**src/rtl/rgb_led_scheduler.sv**
```systemverilog
`default_nettype none
// ============================================================================
// Module   : rgb_led_scheduler
// Brief    : Round-robin sharing of one active-low RGB LED between requesters,
//            with timed grants, PWM brightness and a blank gap between grants.
// Revision : 1.0 - initial release
// ============================================================================
module rgb_led_scheduler #(
    parameter int REQ_COUNT  = 3,
    parameter int PWM_WIDTH  = 8,
    parameter int PRESCALE   = 2**20,
    parameter int HOLD_TICKS = 16,
    parameter int GAP_CYCLES = 1024
) (
    input  logic                           clock,
    input  logic                           i_reset,
    input  logic [REQ_COUNT-1:0]           i_req,
    input  logic [3*REQ_COUNT-1:0]         i_colour,
    input  logic [PWM_WIDTH*REQ_COUNT-1:0] i_duty,
    output logic [REQ_COUNT-1:0]           o_grant,
    output logic [REQ_COUNT-1:0]           o_done,
    output logic                           o_busy,
    output logic                           LED_R,
    output logic                           LED_G,
    output logic                           LED_B
);

    localparam int PTR_W  = $clog2(REQ_COUNT + 1);
    localparam int PRE_W  = $clog2(PRESCALE + 1);
    localparam int HOLD_W = $clog2(HOLD_TICKS + 1);
    localparam int GAP_W  = (GAP_CYCLES > 0) ? $clog2(GAP_CYCLES + 1) : 1;

    localparam logic [1:0] c_IDLE = 2'd0;
    localparam logic [1:0] c_SHOW = 2'd1;
    localparam logic [1:0] c_GAP  = 2'd2;
    // With no gap configured, a finished or aborted grant returns straight to IDLE.
    localparam logic [1:0] c_AFTER = (GAP_CYCLES > 0) ? c_GAP : c_IDLE;

    localparam logic [PTR_W-1:0]  c_PTR_MAX   = PTR_W'(REQ_COUNT - 1);
    localparam logic [PRE_W-1:0]  c_PRE_LAST  = PRE_W'(PRESCALE - 1);
    localparam logic [HOLD_W-1:0] c_HOLD_LAST = HOLD_W'(HOLD_TICKS - 1);
    localparam logic [GAP_W-1:0]  c_GAP_LAST  = GAP_W'((GAP_CYCLES > 0) ? GAP_CYCLES - 1 : 0);

    logic [1:0]           r_state;
    logic [1:0]           w_state_nxt;
    logic [PTR_W-1:0]     r_ptr;
    logic [PTR_W-1:0]     r_owner;
    logic [2:0]           r_colour;
    logic [PWM_WIDTH-1:0] r_duty;
    logic [PRE_W-1:0]     r_pre;
    logic [HOLD_W-1:0]    r_hold;
    logic [GAP_W-1:0]     r_gap;
    logic [PWM_WIDTH-1:0] r_pwm;
    logic [2:0]           r_led;
    logic [REQ_COUNT-1:0] r_done;

    logic                 w_found;
    logic [PTR_W-1:0]     w_pick;
    logic [PTR_W-1:0]     w_pick_nxt;
    logic [2:0]           w_pick_colour;
    logic [PWM_WIDTH-1:0] w_pick_duty;
    logic                 w_owner_req;
    logic                 w_last_tick;
    logic [REQ_COUNT-1:0] w_grant;
    logic                 w_busy;
    logic [2:0]           w_lit;

    // Round robin: first pass covers indices at/above the pointer, second pass wraps.
    always_comb begin
        w_found = 1'b0;
        w_pick  = '0;
        for (int k = 0; k < REQ_COUNT; k++) begin
            if (!w_found && i_req[k] && (PTR_W'(k) >= r_ptr)) begin
                w_found = 1'b1;
                w_pick  = PTR_W'(k);
            end
        end
        for (int k = 0; k < REQ_COUNT; k++) begin
            if (!w_found && i_req[k]) begin
                w_found = 1'b1;
                w_pick  = PTR_W'(k);
            end
        end
    end

    always_comb begin
        w_pick_colour = '0;
        w_pick_duty   = '0;
        w_owner_req   = 1'b0;
        for (int k = 0; k < REQ_COUNT; k++) begin
            if (w_pick == PTR_W'(k)) begin
                w_pick_colour = i_colour[3*k +: 3];
                w_pick_duty   = i_duty[PWM_WIDTH*k +: PWM_WIDTH];
            end
            if (r_owner == PTR_W'(k)) begin
                w_owner_req = i_req[k];
            end
        end
    end

    assign w_pick_nxt  = (w_pick == c_PTR_MAX) ? '0 : w_pick + 1'b1;
    assign w_last_tick = (r_pre == c_PRE_LAST) && (r_hold == c_HOLD_LAST);

    always_ff @(posedge clock) begin
        if (i_reset) begin
            r_state <= c_IDLE;
        end else begin
            r_state <= w_state_nxt;
        end
    end

    // Abort takes priority: a dropped request never produces a done pulse.
    always_comb begin
        w_state_nxt = r_state;
        case (r_state)
            c_IDLE: begin
                if (w_found) begin
                    w_state_nxt = c_SHOW;
                end
            end
            c_SHOW: begin
                if (!w_owner_req || w_last_tick) begin
                    w_state_nxt = c_AFTER;
                end
            end
            c_GAP: begin
                if (r_gap == c_GAP_LAST) begin
                    w_state_nxt = c_IDLE;
                end
            end
            default: w_state_nxt = c_IDLE;
        endcase
    end

    always_comb begin
        w_grant = '0;
        for (int k = 0; k < REQ_COUNT; k++) begin
            if ((r_state == c_SHOW) && (r_owner == PTR_W'(k))) begin
                w_grant[k] = 1'b1;
            end
        end
        w_busy = (r_state != c_IDLE);
        w_lit  = r_colour & {3{(r_state == c_SHOW) && (r_pwm < r_duty)}};
    end

    always_ff @(posedge clock) begin
        if (i_reset) begin
            r_ptr    <= '0;
            r_owner  <= '0;
            r_colour <= '0;
            r_duty   <= '0;
            r_pre    <= '0;
            r_hold   <= '0;
            r_gap    <= '0;
            r_done   <= '0;
        end else begin
            r_done <= '0;
            r_gap  <= '0;
            case (r_state)
                c_IDLE: begin
                    if (w_found) begin
                        r_owner  <= w_pick;
                        r_ptr    <= w_pick_nxt;
                        r_colour <= w_pick_colour;
                        r_duty   <= w_pick_duty;
                        r_pre    <= '0;
                        r_hold   <= '0;
                    end
                end
                c_SHOW: begin
                    if (r_pre == c_PRE_LAST) begin
                        r_pre  <= '0;
                        r_hold <= r_hold + 1'b1;
                    end else begin
                        r_pre <= r_pre + 1'b1;
                    end
                    if (w_owner_req && w_last_tick) begin
                        r_done <= w_grant;
                    end
                end
                c_GAP: begin
                    r_gap <= r_gap + 1'b1;
                end
                default: begin
                    r_gap <= '0;
                end
            endcase
        end
    end

    // Free-running PWM counter; the pins are a registered copy of the compare.
    always_ff @(posedge clock) begin
        if (i_reset) begin
            r_pwm <= '0;
            r_led <= 3'b111;
        end else begin
            r_pwm <= r_pwm + 1'b1;
            r_led <= ~w_lit;
        end
    end

    assign o_grant = w_grant;
    assign o_done  = r_done;
    assign o_busy  = w_busy;
    assign LED_R   = r_led[2];
    assign LED_G   = r_led[1];
    assign LED_B   = r_led[0];

endmodule
`default_nettype wire

```
**config.mk**
```make
export PLATFORM = sky130hd
export DESIGN_NAME = rgb_led_scheduler
export DESIGN_NICKNAME = d
export VERILOG_FILES = /design/src/rtl/rgb_led_scheduler.sv
export SDC_FILE = /design/constraint.sdc
export NUM_CORES = 1
export LEC_CHECK = 0
export ABC_CLOCK_PERIOD_IN_PS = 2300
export BUFFER_PORTS_ARGS = -buffer_cell sky130_fd_sc_hd__buf_2
export CAP_MARGIN = 5
export CELL_PAD_IN_SITES_DETAIL_PLACEMENT = 0
export CELL_PAD_IN_SITES_GLOBAL_PLACEMENT = 1
export CORE_MARGIN = 3
export CORE_UTILIZATION = 34
export DETAILED_ROUTE_END_ITERATION = 10
export GPL_TIMING_DRIVEN = 0
export PLACE_DENSITY = 0.69
export SLEW_MARGIN = 20
export SYNTH_ARGS = -nofsm -noshare
export SYNTH_HDL_FRONTEND = slang
export SYNTH_SLANG_ARGS = --single-unit
```
**constraint.sdc**
```tcl
create_clock -name clock -period 2.3 [get_ports clock]
set_clock_uncertainty 0.2 [all_clocks]
set_input_delay 0.46 -clock clock [delete_from_list [all_inputs] [get_ports clock]]
set_output_delay 0.46 -clock clock [all_outputs]
set_load 0.05 [all_outputs]
```
---- Word-level counts from Yosys, hierarchy flattened ----
Index checks and enable logic that the tools add are counted.
word-level totals
  output and inout bits ................... 10
  input port bits ......................... 38
  register bits ........................... 68
  logic and storage cells ................. 104
cells by class
  reductions and logical operators ........ 32
  order comparisons ....................... 4
  bitwise logic cells ..................... 5
  multiplexer cells ....................... 34
  add/subtract/negate cells ............... 5
  equal/unequal tests ..................... 13
operators by type and width
  operator                                                count
  2-to-1 mux 21 bit                                       2
  one-hot mux 21 bit (2 select lines)                     1
  2-to-1 mux 8 bit                                        3
  adder 21 x 1 -> 21 bit (second input constant)          1
  equality test 21 x 20 -> 1 bit (second input constant)  1
  2-to-1 mux 2 bit                                        8
  logical AND 1 bit                                       14
  2-to-1 mux 1 bit                                        13
  adder 11 x 1 -> 11 bit (second input constant)          1
  equality test 11 x 10 -> 1 bit (second input constant)  1
  2-to-1 mux 5 bit                                        2
  one-hot mux 5 bit (2 select lines)                      1
  2-to-1 mux 3 bit                                        3
  adder 8 x 1 -> 8 bit (second input constant)            1
  < comparator 8 bit                                      1
  inequality test 2 bit (second input constant)           4
  equality test 2 x 1 -> 1 bit (second input constant)    3
  equality test 2 bit (second input constant)             3
  logical NOT 1 bit                                       6
  logical NOT 2 bit                                       3
  one-hot mux 2 bit (3 select lines)                      1
  AND reduction 3 bit                                     2
  adder 5 x 1 -> 5 bit (second input constant)            1
  equality test 5 x 4 -> 1 bit (second input constant)    1
  other kinds (11)                                        16

---- Depth between registers and ports, before layout ----
  word-level depth ........................ 24
  gate-level depth with buffers ........... 7

---- Worst setup path after synthesis ----
Ideal clock, no wire load.
  path kind ............................... reg2out
  from .................................... reg r_state[1]
  to ...................................... out o_grant[1]
  stages on the path, launching flop included .. 4
  arrival ................................. 1.777 ns
  path slack .............................. -0.137 ns
  cell sequence ........................... dfxtp_1 nand2b_1 clkbuf_1 nor3b_1
between the ends
  cells in the longest elaborated chain, start to end .. 3
ends and longest elaborated chain
  element                       RTL line  RTL
  start: declaration            44        logic [1:0] r_state;
  start signal: assignment      106       r_state <= c_IDLE;
  start signal: assignment      108       r_state <= w_state_nxt;
  equality test 2 x 1 -> 1 bit  138       if ((r_state == c_SHOW) && (r_owner == PTR_W'(k))) begin
  logical AND 1 bit             138
  2-to-1 mux 1 bit              138
  end: declaration              20        output logic [REQ_COUNT-1:0] o_grant,
Every way passes these cells.

---- Final worst setup path ----
Same ends and word-level chain as after synthesis.

==> impl_metrics.json <==
{
  "synthArstFlopShare_pct": 0,
  "final_nets": 489,
  "worstMarginPinSlew_ns": 0.705,
  "drcViolationCount": 0,
  "pin_count": 48,
  "ir_drop_mv": 0.388,
  "path_class": "register to output pin",
  "hold_path.class": "primary input to register",
  "critPathMaxFanout": 8,
  "slew_viol_final": 0,
  "ys_top_cells_by_count": "dfxtp_1, nor2_1, nand2_1",
  "relSlewSlack_pct": 53.0,
  "drt-total-wl_um": 8240,
  "critical_path_arrival_ns": 1.49,
  "drive_above_1_share_pct": 18.5,
  "dieArea_um2": 11100,
  "yosys.area.top_type_share_pct": 40.6,
  "cts_tree": "built",
  "yosys.area_share.xor_xnor_pct": 5.22,
  "finalHoldViolCount": 0,
  "setup_violations": 0,
  "drt-wirelength-per-cell_um": 14.4,
  "synth_warnings": 0,
  "synth_area_per_cell_um2": 8.74,
  "area_delta_synth_final_pct": 19.5,
  "place.gp.congestion": 0.782,
  "endpoint_kind": "output pin",
  "synth_top_family_by_area": "simple AND/OR/NAND/NOR gates",
  "synth_top_area_cell": "dfxtp_1",
  "yosys.area_share.adder_pct": 4.47,
  "regToRegEndpoint": "r_pre[12]$_SDFFE_PP0P_",
  "first_iter_violations": 120,
  "grt_pass1_wl_um": 13700,
  "grt_pass1_vias": 2825,
  "synthCells": 384,
  "n_fill_cell": 919,
  "synth_edf_count": 0,
  "die_h_um": 105,
  "cts_setup_buffers": 0,
  "fin_crit_sh_pct": 93.7,
  "rows": 35,
  "synthDistinctLibCells": 57,
  "synth_compound_area_share_pct": 14.7,
  "h-tree-depth": 3,
  "finalWorstSetupSlack_ns": 0.146,
  "post-place-ws_ns": -0.174,
  "yosys.area_share.simple_pct": 26.9,
  "synth_flop_cell": "dfxtp_1",
  "status": "finished clean",
  "p_total_uw": 2910,
  "ys_top_cells_by_area": "dfxtp_1, ha_1, nor2_1",
  "clock_path_buffers": 2,
  "final_util_pct": 42.6,
  "p_per_area_nw_per_um2": 725,
  "required_ns": 1.64,
  "ys_ff_latch": 68,
  "r2r_cells": 5,
  "synthesis.area_um2": 3360,
  "die_w_um": 105,
  "period_needed_ns": 2.15,
  "overflow": 0,
  "critPathLaunchType": "register",
  "fmax_ghz": 0.464,
  "leakage_uw": 0.00156,
  "cts_buffers": 9,
  "place_hpwl_um": 6110,
  "start_util_pct": 35.7,
  "holdPathEnd": "r_duty[1]$_SDFFE_PP0P_",
  "vias": 2858,
  "port_buffers": 46,
  "synth_fp_nets": 434,
  "rrSetupSlack_ns": 0.19,
  "via_per_inst": 4.99,
  "drtPass1Iterations": 4,
  "postRouteAntennaNets": 0,
  "worst_skew_pair.late_latency_ns": 0.33,
  "diodes": 0,
  "clockRootBuffer": "clkbuf_8",
  "synthMuxAreaShare_pct": 4.17,
  "antenna_found_initial": 0,
  "cts_sinks": 68,
  "r2r_start": "r_state[1]$_SDFFE_PP0P_",
  "synth-seq-area-share_pct": 40.6,
  "grt_max_degree": 13,
  "yosys.cell_count.top_type": "dfxtp_1",
  "whs_path_depth": 3,
  "rsz0062_at_grt": "no",
  "grt_usage_pct": 15.1,
  "drv_cap": 0,
  "holdCritStartpoint": "i_duty[17]",
  "core-area_um2": 9420,
  "clk_pin_slew_worst_paths_ns": 0.08
}
-- cell families after synthesis --
logic type | Yosys count
simple gates | 162
buf+inv | 34
fa+ha+maj | 12
flops | 68
mux | 14
compound gates | 74
xor+xnor | 20
-- layer usage --
| metal | vias to the layer above | track usage (%) | wire (µm) |
|---|---|---|---|
| li1 | 1487 | - | - |
| met2 | 37 | 23.5 | 3740 |
| met4 | 0 | 4.03 | 114 |
| met5 | - | 0 | 0 |
| met3 | 10 | 3.92 | 266 |
| met1 | 1324 | 20.8 | 4120 |
-- worst max path at each step --
stage	startpoint	to	slack (ns)	cells past startpoint
floorplan	r_owner[1]$_SDFFE_PP0P_	o_grant[2]	0.31	3
global placement	i_req[2]	r_pre[15]$_SDFFE_PP0P_	-0.18	7
detailed placement	i_req[2]	r_pre[17]$_SDFFE_PP0P_	-0.17	7
CTS	r_pre[0]$_SDFFE_PP0P_	r_pre[12]$_SDFFE_PP0P_	0.07	6
global route	r_pre[0]$_SDFFE_PP0P_	r_pre[12]$_SDFFE_PP0P_	0.02	6
finish	r_state[1]$_SDFFE_PP0P_	o_grant[1]	0.15	3
-- state kept, by name (all words and copies together), names as in the netlist --
| name | flops |
|---|---|
| o_done | 3 |
| r_colour | 3 |
| r_duty | 8 |
| r_gap | 11 |
| r_hold | 5 |
| r_led | 3 |
| r_owner | 2 |
| r_pre | 21 |
| r_ptr | 2 |
| r_pwm | 8 |
| r_state | 2 |
-- through the flow --
stage	cells	hold slack, ns	TNS [ns]	instance area [µm²]
6_report	573	0.161	0	4010
5_1_grt	573	0.154	0	4010
4_1_cts	575	0.145	0	4010
3_5_place_dp	559	0.176	-1.17	3760
3_3_place_gp	559	0.174	-1.41	3760
2_1_floorplan	384	0.155	0	3370
-- where the power goes --
group | switching [µW] | internal, µW
clock | 472 | 750
combinational | 271 | 149
sequential | 38.9 | 1230
total | 782 | 2130
-- layout by cell type, fill, tap and decap left out, types with 2 or more instances in the layout --
master     count
a21oi_1       20
nor4_4         2
nand3b_1       2
mux2i_1       14
xnor2_1        6
a21o_1         4
nand3_1       18
nor3_1         4
inv_1         18
a31oi_1        6
clkbuf_8      10
nand4_2        2
a211oi_1       2
nor2_1        39
o22ai_1        2
o21ai_1        5
buf_2         48
nor3_2         3
and3_1        10
nor2b_1        2
o221ai_1       8
a21boi_1       2
or2_1          3
o21ai_0       12
dfxtp_1       68
bufinv_16      3
xor2_1        14
nand2b_1       5
or3_1          6
clkbuf_1      11
nand4_1       20
nand2_1       33
o21a_1         2
ha_1          12
-- repair_timing --
action                                  CTS  global route
endpoints found under the setup margin    0            13
resized for setup                         0             2
hold endpoints to repair                  0             0
hold buffers                              0             0
-- cell type report --
type                            count  area [µm²]  area share, %
Timing Repair Buffer               46         230           5.74
Tap cell                          129         161           4.02
Multi-Input combinational cell    282        1880           46.9
Clock inverter                      6         111           2.78
Clock buffer                       10         138           3.43
Sequential cell                    68        1360           33.9
Inverter                           18        67.6           1.68
Buffer                             14        58.8           1.47
-- worst max-delay path, stage by stage, from the launching register on --
cell,delay (ns)
dfxtp_1,0.34
nand2b_1,0.32
nor3b_2,0.22
buf_2,0.28
(Power assumes the default switching activity.)
